`config.mk`:
```
export PLATFORM = sky130hd
export DESIGN_NAME = mult16_shift_add
export DESIGN_NICKNAME = d
export VERILOG_FILES = /design/src/rtl/mult16_shift_add.sv
export SDC_FILE = /design/constraint.sdc
export NUM_CORES = 1
export LEC_CHECK = 0
export ABC_CLOCK_PERIOD_IN_PS = 2200
export CORE_UTILIZATION = 45
export DETAILED_ROUTE_END_ITERATION = 8
export GPL_ROUTABILITY_DRIVEN = 0
export PLACE_DENSITY = 0.78
export SLEW_MARGIN = 10
export SYNTH_ARGS = -nofsm -noshare
export SYNTH_HDL_FRONTEND = slang
export SYNTH_SLANG_ARGS = --single-unit
export TNS_END_PERCENT = 5
```
`constraint.sdc`:
```
create_clock -name clk -period 2.2 [get_ports clk]
set_clock_uncertainty 0.05 [all_clocks]
set_input_delay 0.44 -clock clk [delete_from_list [all_inputs] [get_ports clk]]
set_output_delay 0.44 -clock clk [all_outputs]
set_load 0.03 [all_outputs]
```
`src/rtl/mult16_shift_add.sv`:
```
// mult16_shift_add: sequential unsigned 16x16->32 shift-and-add multiplier
// Ports: clk, rst_n (sync active-low); start/a/b request a multiply;
// busy/done/product report status and result; adder_a/adder_b/adder_cin
// drive the external 16-bit adder and adder_sum returns {carry, sum}.
module mult16_shift_add #(
  parameter int WIDTH = 16,
  parameter int CNT_W = 5
) (
  input  logic               clk,
  input  logic               rst_n,
  input  logic               start,
  input  logic [WIDTH-1:0]   a,
  input  logic [WIDTH-1:0]   b,
  output logic               busy,
  output logic               done,
  output logic [2*WIDTH-1:0] product,
  output logic [WIDTH-1:0]   adder_a,
  output logic [WIDTH-1:0]   adder_b,
  output logic               adder_cin,
  input  logic [WIDTH:0]     adder_sum
);
  typedef enum logic [1:0] {IDLE, RUN, DONE} state_t;
  state_t             state_q;
  logic [WIDTH-1:0]   m_q;
  logic [2*WIDTH-1:0] p_q, p_d, product_q;
  logic [CNT_W-1:0]   cnt_q;
  logic               busy_q, done_q;
  // keep the carry: {sum, P[15:0]} shifted right by one
  assign p_d       = {adder_sum, p_q[WIDTH-1:1]};
  assign adder_a   = p_q[2*WIDTH-1:WIDTH];
  assign adder_b   = p_q[0] ? m_q : '0;
  assign adder_cin = 1'b0;
  assign busy      = busy_q;
  assign done      = done_q;
  assign product   = product_q;
  always_ff @(posedge clk) begin
    if (!rst_n) begin
      state_q   <= IDLE;
      m_q       <= '0;
      p_q       <= '0;
      cnt_q     <= '0;
      product_q <= '0;
      busy_q    <= 1'b0;
      done_q    <= 1'b0;
    end else begin
      case (state_q)
        IDLE: if (start) begin
          m_q     <= a;
          p_q     <= {{WIDTH{1'b0}}, b};
          cnt_q   <= '0;
          busy_q  <= 1'b1;
          state_q <= RUN;
        end
        RUN: begin
          p_q   <= p_d;
          cnt_q <= cnt_q + 1'b1;
          if (cnt_q == CNT_W'(WIDTH-1)) begin
            product_q <= p_d;
            done_q    <= 1'b1;
            state_q   <= DONE;
          end
        end
        DONE: begin
          done_q  <= 1'b0;
          busy_q  <= 1'b0;
          state_q <= IDLE;
        end
        default: state_q <= IDLE;
      endcase
    end
  end
endmodule
```
**After elaboration in Yosys (flattened, before gate mapping)**

Cells that the tools add are included.
Widths: inputs -> output; s select.

- Bits in registers: 89
- Input port bits: 52
- Output and inout port bits: 67

- Add/subtract/negate cells: 1
- Eq/ne operators: 5
- Multiplexer cells: 12
- Reduce and logical (&&, ||, !) cells: 10

Operators by type and width:

| cell | count |
|---|---|
| $pmux 32 s2 | 1 |
| $mux 32 | 1 |
| $mux 16 | 1 |
| $reduce_and 2->1 | 6 |
| $pmux 5 s2 | 1 |
| $reduce_bool 2->1 | 3 |
| $add 5x1->5 const B | 1 |
| $eq 5x4->1 const B | 1 |
| $mux 5 | 1 |
| $mux 2 | 2 |
| $ne 2x2->1 const B | 2 |
| $pmux 1 s2 | 2 |
| $pmux 2 s2 | 1 |
| $eq 2x1->1 const B | 1 |
| $eq 2x2->1 const B | 1 |
| $logic_not 2->1 | 1 |
| $mux 1 | 2 |

**Depth between registers and ports, before layout**

- Depth in word-level cells: 3
- Mapped depth: 7
- Depth with buffers taken out: 6

**Worst setup path before layout**

Ideal clock, no wire load.

- Path type: register to register
- From: register cnt_q[0]
- To: register product_q[10] (netlist: product[10])
- Library setup time: 0.117 ns
- Arrival time: 1.494 ns
- Path slack: 0.539 ns
- Stages on the path, launching flop included: 8
- Period minus slack after synthesis: 1.661 ns
- Cell sequence: dfxtp_1 -> ha_1 -> and3_1 -> ha_1 -> and3_1 -> buf_2 -> buf_6 -> a22o_1

- Longest elaborated chain between the ends: 2

RTL lines:

| item | RTL line | source |
|---|---|---|
| from (decl) | 26 | `logic [CNT_W-1:0] cnt_q;` |
| from (signal assigned) | 56 | `cnt_q <= cnt_q + 1'b1;` |
| $eq 5x4->1 | 57 | `if (cnt_q == CNT_W'(WIDTH-1)) begin` |
| $reduce_and 2->1 (no line) | -- |  |
| to (signal assigned) | 58 | `product_q <= p_d;` |
| to (decl) | 25 | `logic [2*WIDTH-1:0] p_q, p_d, product_q;` |

No other way between the ends.
A chain may end at the register's enable or synchronous reset.

**Worst setup path after layout**

- From: register p_q[0]
- To: output adder_b[3]

- Longest elaborated chain between the ends: 1

RTL lines:

| item | RTL line | source |
|---|---|---|
| from (decl) | 25 |  |
| from (signal assigned) | 49 | `p_q <= {{WIDTH{1'b0}}, b};` |
| from (signal assigned) | 55 | `p_q <= p_d;` |
| $mux 16 | 31 | `assign adder_b = p_q[0] ? m_q : '0;` |
| to (decl) | 18 | `output logic [WIDTH-1:0] adder_b,` |

No other way between the ends.

==> out/results.ini <==
[pwr]
p_switching_uw=812.0
p_leak_uw=0.001857
combPwrFrac_pct=12.4
internal-power_uw=2530
p_sw_share_pct=24.30
power.total_uw=3342
powerDensity_mw_per_mm2=703.2
p_clk_share_pct=36.0
peakVddDrop_mv=0.4070
sequentialPowerShare_pct=51.6

[timing]
min_period_ns=2.129
worst_slew_pin_slew_ns=0.6131
hold_viol=0
slew_viol_final=0
post-route-period-util_pct=96.76
max_freq_mhz=469.8
setup_viol=0
setup_tns_ns=0
rsz0062_at_grt=false
slew_headroom_pct=59.13

[clock_network]
path_clk_slew_ns=0.09
cts_tree=done
cts_setup_buffers=0
cts.path.max_buffers=2
cts_hold_buf=0
cts_htree_levels=3
numCtsBuffers=9
clkSinkCount=89
root_buffer=clkbuf_8
worstSkewPairLatency_ns=0.33

[final_layout]
drive_above_1_share_pct=7.083
area_growth_pct=36.70
fin_util_pct=64.50
fin_nets=530
diodes=0

[worst_setup_path]
worst_setup_path_start_kind=flip-flop
crit_type=flip-flop to output pin
reg2reg_to=product[21]
critPathBufInv=1
crit_arrival_ns=1.64
rr_worst_depth=6
max_stage_delay_ns=0.67
r2r_start=cnt_q[0]
endpoint_kind=output pin
worst-r2r-setup-slack_ns=0.44
crit_family=buffers and inverters
path_max_fanout=17
cp-startpoint=p_q[0]
slowest_stage=clkdlybuf4s50_1
cp.required_ns=1.71
crit_chain=and2_1 > clkdlybuf4s50_1

[drt]
drtAntennaViolNets=0
drc=0
firstDrtPassIters=4
finalWirelength_um=8215
post_drt_wl_per_cell_um=14.19
drtIter0Drc=137
via_count=3031
avgViaCountPerCell=5.235

[die]
die_area_mm2=0.008082
fp.dieW_um=89.90
core_area_mm2=0.007370
num_rows=31
io_pins=119
die_y_um=89.90
initial_utilization_pct=47.18

[synth]
ys_types=31
netlist_top_cells_area=dfxtp_1 51%, nand2_1 8.9%, a22o_1 8.1%
synth-seq-area-share_pct=51.24
synth.cell_area_mm2=0.003477
synth_top_area_cell=dfxtp_1
ys_warn_count=0
ys_seq_elements=89
yosysTopAreaCellShare_pct=51.24
synth_nets=438
syn_avg_cell_area_um2=9.055
netlist_instances=384

[worst_hold_path]
hold_end=m_q[9]
hold_class=flip-flop to flip-flop
hold_start=m_q[9]
whs_path_depth=2

[place]
dp_hpwl_um=5611
port_buffers=117

[global_routing]
grt_pass1_wl_um=13440
grt_start_max_net_pins=36
antenna_found_initial=0
gr-total-overflow=0
first_global_vias=2858
grt_use_total_pct=20.50

[run_status]
outcome=complete, no violations

[run]
drv_cap=0

what timing repair did:
action	in CTS	in global routing
resized for setup	1	4
endpoints found under the hold margin	0	0
endpoints found under the setup margin	16	4
flip-flops by register name, indices dropped and copies added, names as in the netlist:
register and cells:
m_q 16, cnt_q 5, state_q 2, product 32, busy 1, p_q 32, done 1
logic make-up after synthesis:
| logic type | count (synthesis) | synth area share (%) |
|---|---|---|
| flops | 89 | 51.24 |
| compound gates | 109 | 20.37 |
| fa+ha+maj | 2 | 0.7196 |
| other cells | 1 | 0.1078 |
| simple gates | 131 | 17.31 |
| buf+inv | 52 | 10.26 |
worst max path at each step:
| stage | endpoint | slack (ns) | cells past startpoint |
|---|---|---|---|
| after global placement | p_q[29] | 0.29 | 5 |
| after CTS | adder_b[0] | 0.04 | 2 |
| after floorplan | product[10] | 0.54 | 7 |
| after detailed placement | p_q[6] | 0.24 | 4 |
| final | adder_b[3] | 0.07 | 2 |
| after global routing | adder_b[11] | 0.003 | 2 |
power by group through the flow:
stage / clock (uW) / combinational, uW / sequential (uW)
floorplan: 0 / 271 / 1740
global placement: 0 / 407 / 1760
detailed placement: 0 / 414 / 1760
CTS: 1230 / 416 / 1720
global route: 1300 / 452 / 1730
finish: 1200 / 414 / 1720
final cells by class:
| cell class | count | area, um^2 |
|---|---|---|
| clock buffer | 10 | 137.6 |
| timing repair buffer | 130 | 1279 |
| fill | 613 | 2616 |
| inverter | 3 | 11.26 |
| tap | 99 | 123.9 |
| sequential | 89 | 1783 |
| multi-input combinational | 243 | 1339 |
| clock inverter | 5 | 80.08 |
cell usage in the layout (no fill, tap or decap):
master           synthesis  routed
a211oi_1                 2       2
a21oi_1                 37      37
a21oi_2                  1       1
a22o_1                  32      32
a31oi_1                 17      17
and2_1                  17      17
and3_1                   2       2
buf_4                   21      13
bufinv_16                0       2
clkbuf_8                 0      10
clkdlybuf4s50_1          0     113
clkinv_2                 0       1
clkinvlp_4               0       2
conb_1                   1       1
dfxtp_1                 89      88
dfxtp_2                  0       1
dlymetal6s2s_1           0       4
ha_1                     2       2
inv_1                    3       3
nand2_1                 82      82
nand2b_1                 3       3
nand3_1                 20      20
nor2_1                   1       1
nor2_2                   1       1
nor2b_4                  1       1
nor3_1                   1       1
nor3b_2                  1       1
o211a_1                  1       1
o21a_1                   1       1
o21ai_0                 17      17
o21ba_2                  1       1
or3_1                    1       1
or3b_1                   1       1
metrics by stage:
stage | worst slack, ns | cell area (um^2) | hold WS (ns) | instances
after floorplan | 0.5388 | 3477 | 0.3817 | 384
after global placement | 0.2894 | 4524 | 0.3897 | 564
after detailed placement | 0.2443 | 4524 | 0.3992 | 564
after CTS | 0.04436 | 4743 | 0.4120 | 579
after global routing | 0.002943 | 4753 | 0.4329 | 579
final | 0.07133 | 4753 | 0.4065 | 579
tightest hold or removal path: stages, from the launching register on:
cell,delay (ns)
dfxtp_1,0.32
nand2_1,0.05
a21oi_1,0.05
Yosys cell counts:
cell	instances
nand2_1	82
o211a_1	1
and2_1	17
buf_6	7
a22o_1	32
buf_4	21
clkbuf_2	1
nand3_1	20
nand2b_1	3
a31oi_1	17
nor3_1	1
a21oi_1	37
buf_2	14
o21ba_2	1
nor2_2	1
a21oi_2	1
and3_1	2
ha_1	2
nor2b_4	1
o21a_1	1
clkbuf_1	5
buf_8	1
inv_1	3
conb_1	1
or3b_1	1
nor2_1	1
or3_1	1
o21ai_0	17
nor3b_2	1
a211oi_1	2
dfxtp_1	89
layer usage:
| metal | share of wire, % | vias to the layer above | global-route usage (%) |
|---|---|---|---|
| li1 | - | 1483 | - |
| met1 | 45 | 1414 | 24.87 |
| met5 | 0 | - | 0 |
| met3 | 5.5 | 22 | 3.299 |
| met4 | 2.8 | 0 | 10.08 |
| met2 | 47 | 112 | 35.32 |
Power figures use the tool's default switching activity.
